**src/rtl/cla_slice_sequencer.sv**
```systemverilog
// ---------------------------------------------------------------------------
// cla_slice_sequencer
//   Computes a W-bit sum {cout, s} = a + b + cin by running one shared N-bit
//   carry-lookahead slice over K = W/N cycles, least-significant slice first.
//   The carry ripples between slices through carry_reg. Group propagate and
//   group generate are accumulated across slices so that prop and gen match
//   a full-width CLA.
//
//   Ports:
//     clk    in   rising-edge clock
//     rst_n  in   asynchronous active-low reset
//     start  in   request pulse, honoured only in IDLE or DONE
//     cin    in   carry-in, captured on an accepted start
//     a, b   in   W-bit operands, captured on an accepted start
//     busy   out  high while the operation is in RUN
//     done   out  one-cycle pulse; results valid from this cycle onward
//     s      out  W-bit sum, held until the next accepted start
//     cout   out  carry-out of the most significant slice
//     prop   out  group propagate (AND of all slice propagates)
//     gen    out  group generate over the full width
//
//   W must be an integer multiple of N.
// ---------------------------------------------------------------------------

// Combinational N-bit CLA slice.
module cla_slice #(
   parameter int N = 32
) (
   input  logic         cin,
   input  logic [N-1:0] a,
   input  logic [N-1:0] b,
   output logic [N-1:0] s,
   output logic         prop,
   output logic         gen,
   output logic         cout
);
   logic [N-1:0] p;
   logic [N-1:0] g;
   logic [N:0]   c;
   logic [N:0]   gg;

   for (genvar gi = 0; gi < N; gi++) begin : g_bit
      assign p[gi] = a[gi] ^ b[gi];
      assign g[gi] = a[gi] & b[gi];
      assign s[gi] = p[gi] ^ c[gi];
   end

   // Carry and group-generate recurrences; synthesis flattens these into
   // lookahead terms.
   always_comb begin
      c     = '0;
      gg    = '0;
      c[0]  = cin;
      gg[0] = 1'b0;
      for (int i = 0; i < N; i++) begin
         c[i+1]  = g[i] | (p[i] & c[i]);
         gg[i+1] = g[i] | (p[i] & gg[i]);
      end
   end

   assign prop = &p;
   assign gen  = gg[N];
   assign cout = c[N];
endmodule

module cla_slice_sequencer #(
   parameter int W = 128,
   parameter int N = 32
) (
   input  logic         clk,
   input  logic         rst_n,
   input  logic         start,
   input  logic         cin,
   input  logic [W-1:0] a,
   input  logic [W-1:0] b,
   output logic         busy,
   output logic         done,
   output logic [W-1:0] s,
   output logic         cout,
   output logic         prop,
   output logic         gen
);
   localparam int K  = W / N;
   localparam int IW = (K > 1) ? $clog2(K) : 1;

   typedef enum logic [1:0] {IDLE, RUN, DONE} state_t;

   state_t        state_reg, state_next;
   logic [IW-1:0] idx_reg;
   logic          carry_reg;
   logic          p_reg;
   logic          g_reg;
   logic [W-1:0]  a_reg;
   logic [W-1:0]  b_reg;
   logic [W-1:0]  s_reg;

   logic          accept;
   logic          last;
   logic [N-1:0]  sl_a, sl_b, sl_s;
   logic          sl_p, sl_g, sl_c;

   assign accept = start && (state_reg == IDLE || state_reg == DONE);
   assign last   = (idx_reg == IW'(K - 1));

   assign sl_a = a_reg[int'(idx_reg)*N +: N];
   assign sl_b = b_reg[int'(idx_reg)*N +: N];

   cla_slice #(.N(N)) u_slice (
      .cin  (carry_reg),
      .a    (sl_a),
      .b    (sl_b),
      .s    (sl_s),
      .prop (sl_p),
      .gen  (sl_g),
      .cout (sl_c)
   );

   always_comb begin
      state_next = state_reg;
      case (state_reg)
         IDLE:    if (start) state_next = RUN;
         RUN:     if (last)  state_next = DONE;
         DONE:    state_next = start ? RUN : IDLE;
         default: state_next = IDLE;
      endcase
   end

   always_ff @(posedge clk or negedge rst_n) begin
      if (!rst_n) begin
         state_reg <= IDLE;
         idx_reg   <= '0;
         carry_reg <= 1'b0;
         p_reg     <= 1'b0;
         g_reg     <= 1'b0;
         a_reg     <= '0;
         b_reg     <= '0;
         s_reg     <= '0;
      end else begin
         state_reg <= state_next;
         if (accept) begin
            a_reg     <= a;
            b_reg     <= b;
            carry_reg <= cin;
            idx_reg   <= '0;
            p_reg     <= 1'b1;
            g_reg     <= 1'b0;
         end else if (state_reg == RUN) begin
            s_reg[int'(idx_reg)*N +: N] <= sl_s;
            carry_reg <= sl_c;
            p_reg     <= p_reg & sl_p;
            // Higher slice generates, or propagates what lower slices generated.
            g_reg     <= sl_g | (sl_p & g_reg);
            // Explicit wrap keeps non-power-of-two K well defined.
            idx_reg   <= last ? '0 : idx_reg + 1'b1;
         end
      end
   end

   // After the last slice carry_reg holds the final carry-out; it is
   // reloaded with cin only when the next operation is accepted.
   assign busy = (state_reg == RUN);
   assign done = (state_reg == DONE);
   assign s    = s_reg;
   assign cout = carry_reg;
   assign prop = p_reg;
   assign gen  = g_reg;
endmodule

```
**config.mk**
```make
export PLATFORM = sky130hd
export DESIGN_NAME = cla_slice_sequencer
export DESIGN_NICKNAME = d
export VERILOG_FILES = /design/src/rtl/cla_slice_sequencer.sv
export SDC_FILE = /design/constraint.sdc
export NUM_CORES = 1
export LEC_CHECK = 0
export BUFFER_PORTS_ARGS = -buffer_cell sky130_fd_sc_hd__buf_2
export CAP_MARGIN = 20
export CORE_MARGIN = 1.5
export CORE_UTILIZATION = 55
export DETAILED_ROUTE_END_ITERATION = 12
export PLACE_DENSITY_LB_ADDON = 0.25
export SYNTH_ARGS = -nofsm -noshare
export SYNTH_HDL_FRONTEND = slang
export SYNTH_SLANG_ARGS = --single-unit
```
**constraint.sdc**
```tcl
create_clock -name clk -period 19.4 [get_ports clk]
set_input_delay 1.94 -clock clk [delete_from_list [all_inputs] [get_ports clk]]
set_output_delay 1.94 -clock clk [all_outputs]
set_load 0.02 [all_outputs]
```
==> impl_metrics.toml <==
[global_routing]
grt_start_max_net_pins = 90
grt_pass1_wl_mm = 69.7
first_global_vias = 12100
overflow = 0
grt.total_usage_pct = 27.7
antenna_found_initial = 10

[die]
rows = 65
core_area_sq_um = 31500
die_h_um = 182
initial_core_util_pct = 55.8
io_pins = 393
die_w_um = 182
die-area_sq_um = 33000

[job]
drv_cap = 0

[yosys]
postSynthCellCount = 1250
synth_seq_cells = 391
yosysWarnings = 0
synth_simple_gate_area_share_pct = 4.18
synth_fa_ha_area_share_pct = 6.36
synth_mux_area_share_pct = 24.6
synth_area_leaders = "dfrtp_1, mux2_2, mux4_2"
ys_seq_area_share_pct = 55.7
yosys.area.top_type = "dfrtp_1"
synth_area_per_cell_sq_um = 14.0
synth_top_family_by_area = "multiplexers"
yosys.area.top_type_share_pct = 55.7
yosys.cell_types.count = 48
synthArstFlopShare_pct = 100
synth_fp_nets = 1580
synth_edf_count = 0
synthXorXnorAreaFrac_pct = 0
synth_compound_area_share_pct = 5.65
synth_flop_cell = "dfrtp_1"
synth_area_sq_um = 17600

[min_path]
min_to = "s[66]$_DFFE_PN0P_"
hp-class = "flop to flop"
worstHoldStart = "s[66]$_DFFE_PN0P_"
min_path_cells = 2

[timing]
slew_headroom_pct = 37.4
post-route-period-util_pct = 73.8
slew_violations = 0
rsz0062_at_grt = "false"
fin_skew_ns = 0.0179
finalHoldViolCount = 0
fmax_mhz = 69.9
finalWorstPathRequiredPeriod_ns = 14.31
setup_tns_ns = 0
setup_slack_ns = 5.09
tightest_slew_ns = 0.938
setup_violations = 0

[clock_tree]
htreeDepth = 2
cts_tree = "built"
clk_latency_ns = 0.53
ctsHoldBuffers = 0
root_buffer = "clkbuf_16"
numCtsBuffers = 41
cts_setup_buffers = 0
ctsResizeCount = 0
max-clock-path-buffers = 3
clock_sinks = 391
path_clk_slew_ns = 0.06

[worst_setup_path]
path_common_cell = "fa_1"
crit_fanout = 43
slowest_stage = "dfrtp_4"
r2r_setup_slack_ns = 5.09
crit_path_max_incr_delay_ns = 0.87
r2r-start = "idx_reg[1]$_DFFE_PN0P_"
endpoint_kind = "flop"
required_ns = 19.79
r2r_end = "s[63]$_DFFE_PN0P_"
reg2regPathDepth = 37
path_class = "flop to flop"
cp.arrival_ns = 14.70
setup.worst_path.start_class = "flop"

[routing]
detail_route.wl_per_cell_um = 21.6
drt_iter0_drc = 800
drt_first_pass_iters = 5
dr_total_vias = 11600
route.detailed.drc = 0
ant_nets = 0
vias_per_cell = 5.62
drt_wl_total_mm = 44.7

[status]
status = "finished, final reports clean"

[power_and_ir_drop]
worst_ir_drop_vdd_v = 0.000141
cellLeakagePower_nw = 10.1
cellPowerDensity_nw_per_um2 = 219
total_power_w = 0.00466

[finish]
register_area_sq_um = 9790
multi_input_area_sq_um = 7170
drive_gt1_share_pct = 50.0
mostFrequentLayoutCells = "buf_2, dfrtp_1, mux2_2, nand2_1, o21ai_0"
area_delta_synth_final_pct = 21.1
layout_commonest_cell = "buf_2"
fill_cells = 2322
fin_nets = 1963

[placed_design]
preCtsSetupSlack_ns = 5.01
dp.final_hpwl_mm = 32.3
port_buffers = 392
gp_congestion = 0.811
worst max-delay path, delay by kind of cell (launching register included):
family / cells / cell delay [ns]
mux: 1 / 0.37
buf+inv: 3 / 0.25
compound gates: 1 / 0.10
fa+ha+maj: 32 / 12.59
flops: 1 / 0.87
logic make-up (layout without fill, tap and decap cells):
family,Yosys count,after routing
muxes,320,320
buffers and inverters,137,548
AOI/OAI and AO/OA,160,160
other,0,7
and+or+nand+nor,172,172
adders and majority gates,70,70
DFF,391,391
where the power goes:
group / switching, W / leakage (nW) / internal, W
Clock: 0.000318 / 0.676 / 0.000479
Combinational: 0.00142 / 4.61 / 0.00104
Sequential: 0.000220 / 4.84 / 0.00119
Total: 0.00195 / 10.1 / 0.00271
stage by stage:
stage	utilization, %	std cells	hold WS [ns]	instance area, sq um
finish	67.5	2070	0.470	21300
global route	67.5	2069	0.493	21300
CTS	67.3	2060	0.473	21200
detailed placement	62.9	1989	0.460	19800
global placement	62.9	1989	0.456	19800
floorplan	-	1250	0.475	17600
worst max-delay path by stage:
stage / from / end / slack (ns) / cells after the start
after global placement: idx_reg[0]$_DFFE_PN0P_ / s[63]$_DFFE_PN0P_ / 5.11 / 36
after CTS: idx_reg[0]$_DFFE_PN0P_ / s[63]$_DFFE_PN0P_ / 4.97 / 36
after floorplan: idx_reg[0]$_DFFE_PN0P_ / s[127]$_DFFE_PN0P_ / 5.80 / 40
final: idx_reg[1]$_DFFE_PN0P_ / s[63]$_DFFE_PN0P_ / 5.09 / 37
after detailed placement: idx_reg[0]$_DFFE_PN0P_ / s[63]$_DFFE_PN0P_ / 5.01 / 36
after global routing: idx_reg[0]$_DFFE_PN0P_ / s[31]$_DFFE_PN0P_ / 4.42 / 36
synthesized netlist by cell type, types with 3 or more instances:
master and number:
o21ai_0 98, buf_4 4, buf_6 3, buf_2 37
a211oi_1 3, nand2_1 136, a211o_1 4, nor2_1 7
clkbuf_1 22, a21oi_1 3, nand3_1 7, ha_1 38
inv_1 68, o21ai_1 3, mux4_2 64, o21ai_2 30
a21o_1 3, o21a_1 3, nand4_1 5, dfrtp_1 391
fa_1 32, mux2_2 256
layer usage:
| layer | part of all wire (%) | track usage (%) | vias to the layer above | wire, um |
|---|---|---|---|---|
| met2 | 47 | 44.0 | 389 | 21200 |
| met3 | 5.8 | 4.73 | 80 | 2580 |
| met5 | 0.10 | 0 | - | 46 |
| met1 | 44 | 39.5 | 5972 | 19700 |
| li1 | - | - | 5192 | - |
| met4 | 2.7 | 8.60 | 8 | 1200 |
final cells by class:
class                      count  area share (%)
antenna                        7          0.0824
timing repair buffer         408            10.1
clock inverter                10           0.624
inverter                      69            1.24
multi-input combinational    722            33.7
clock buffer                  61            5.80
sequential                   391            46.1
tap                          402            2.37
(Power assumes the default switching activity.)
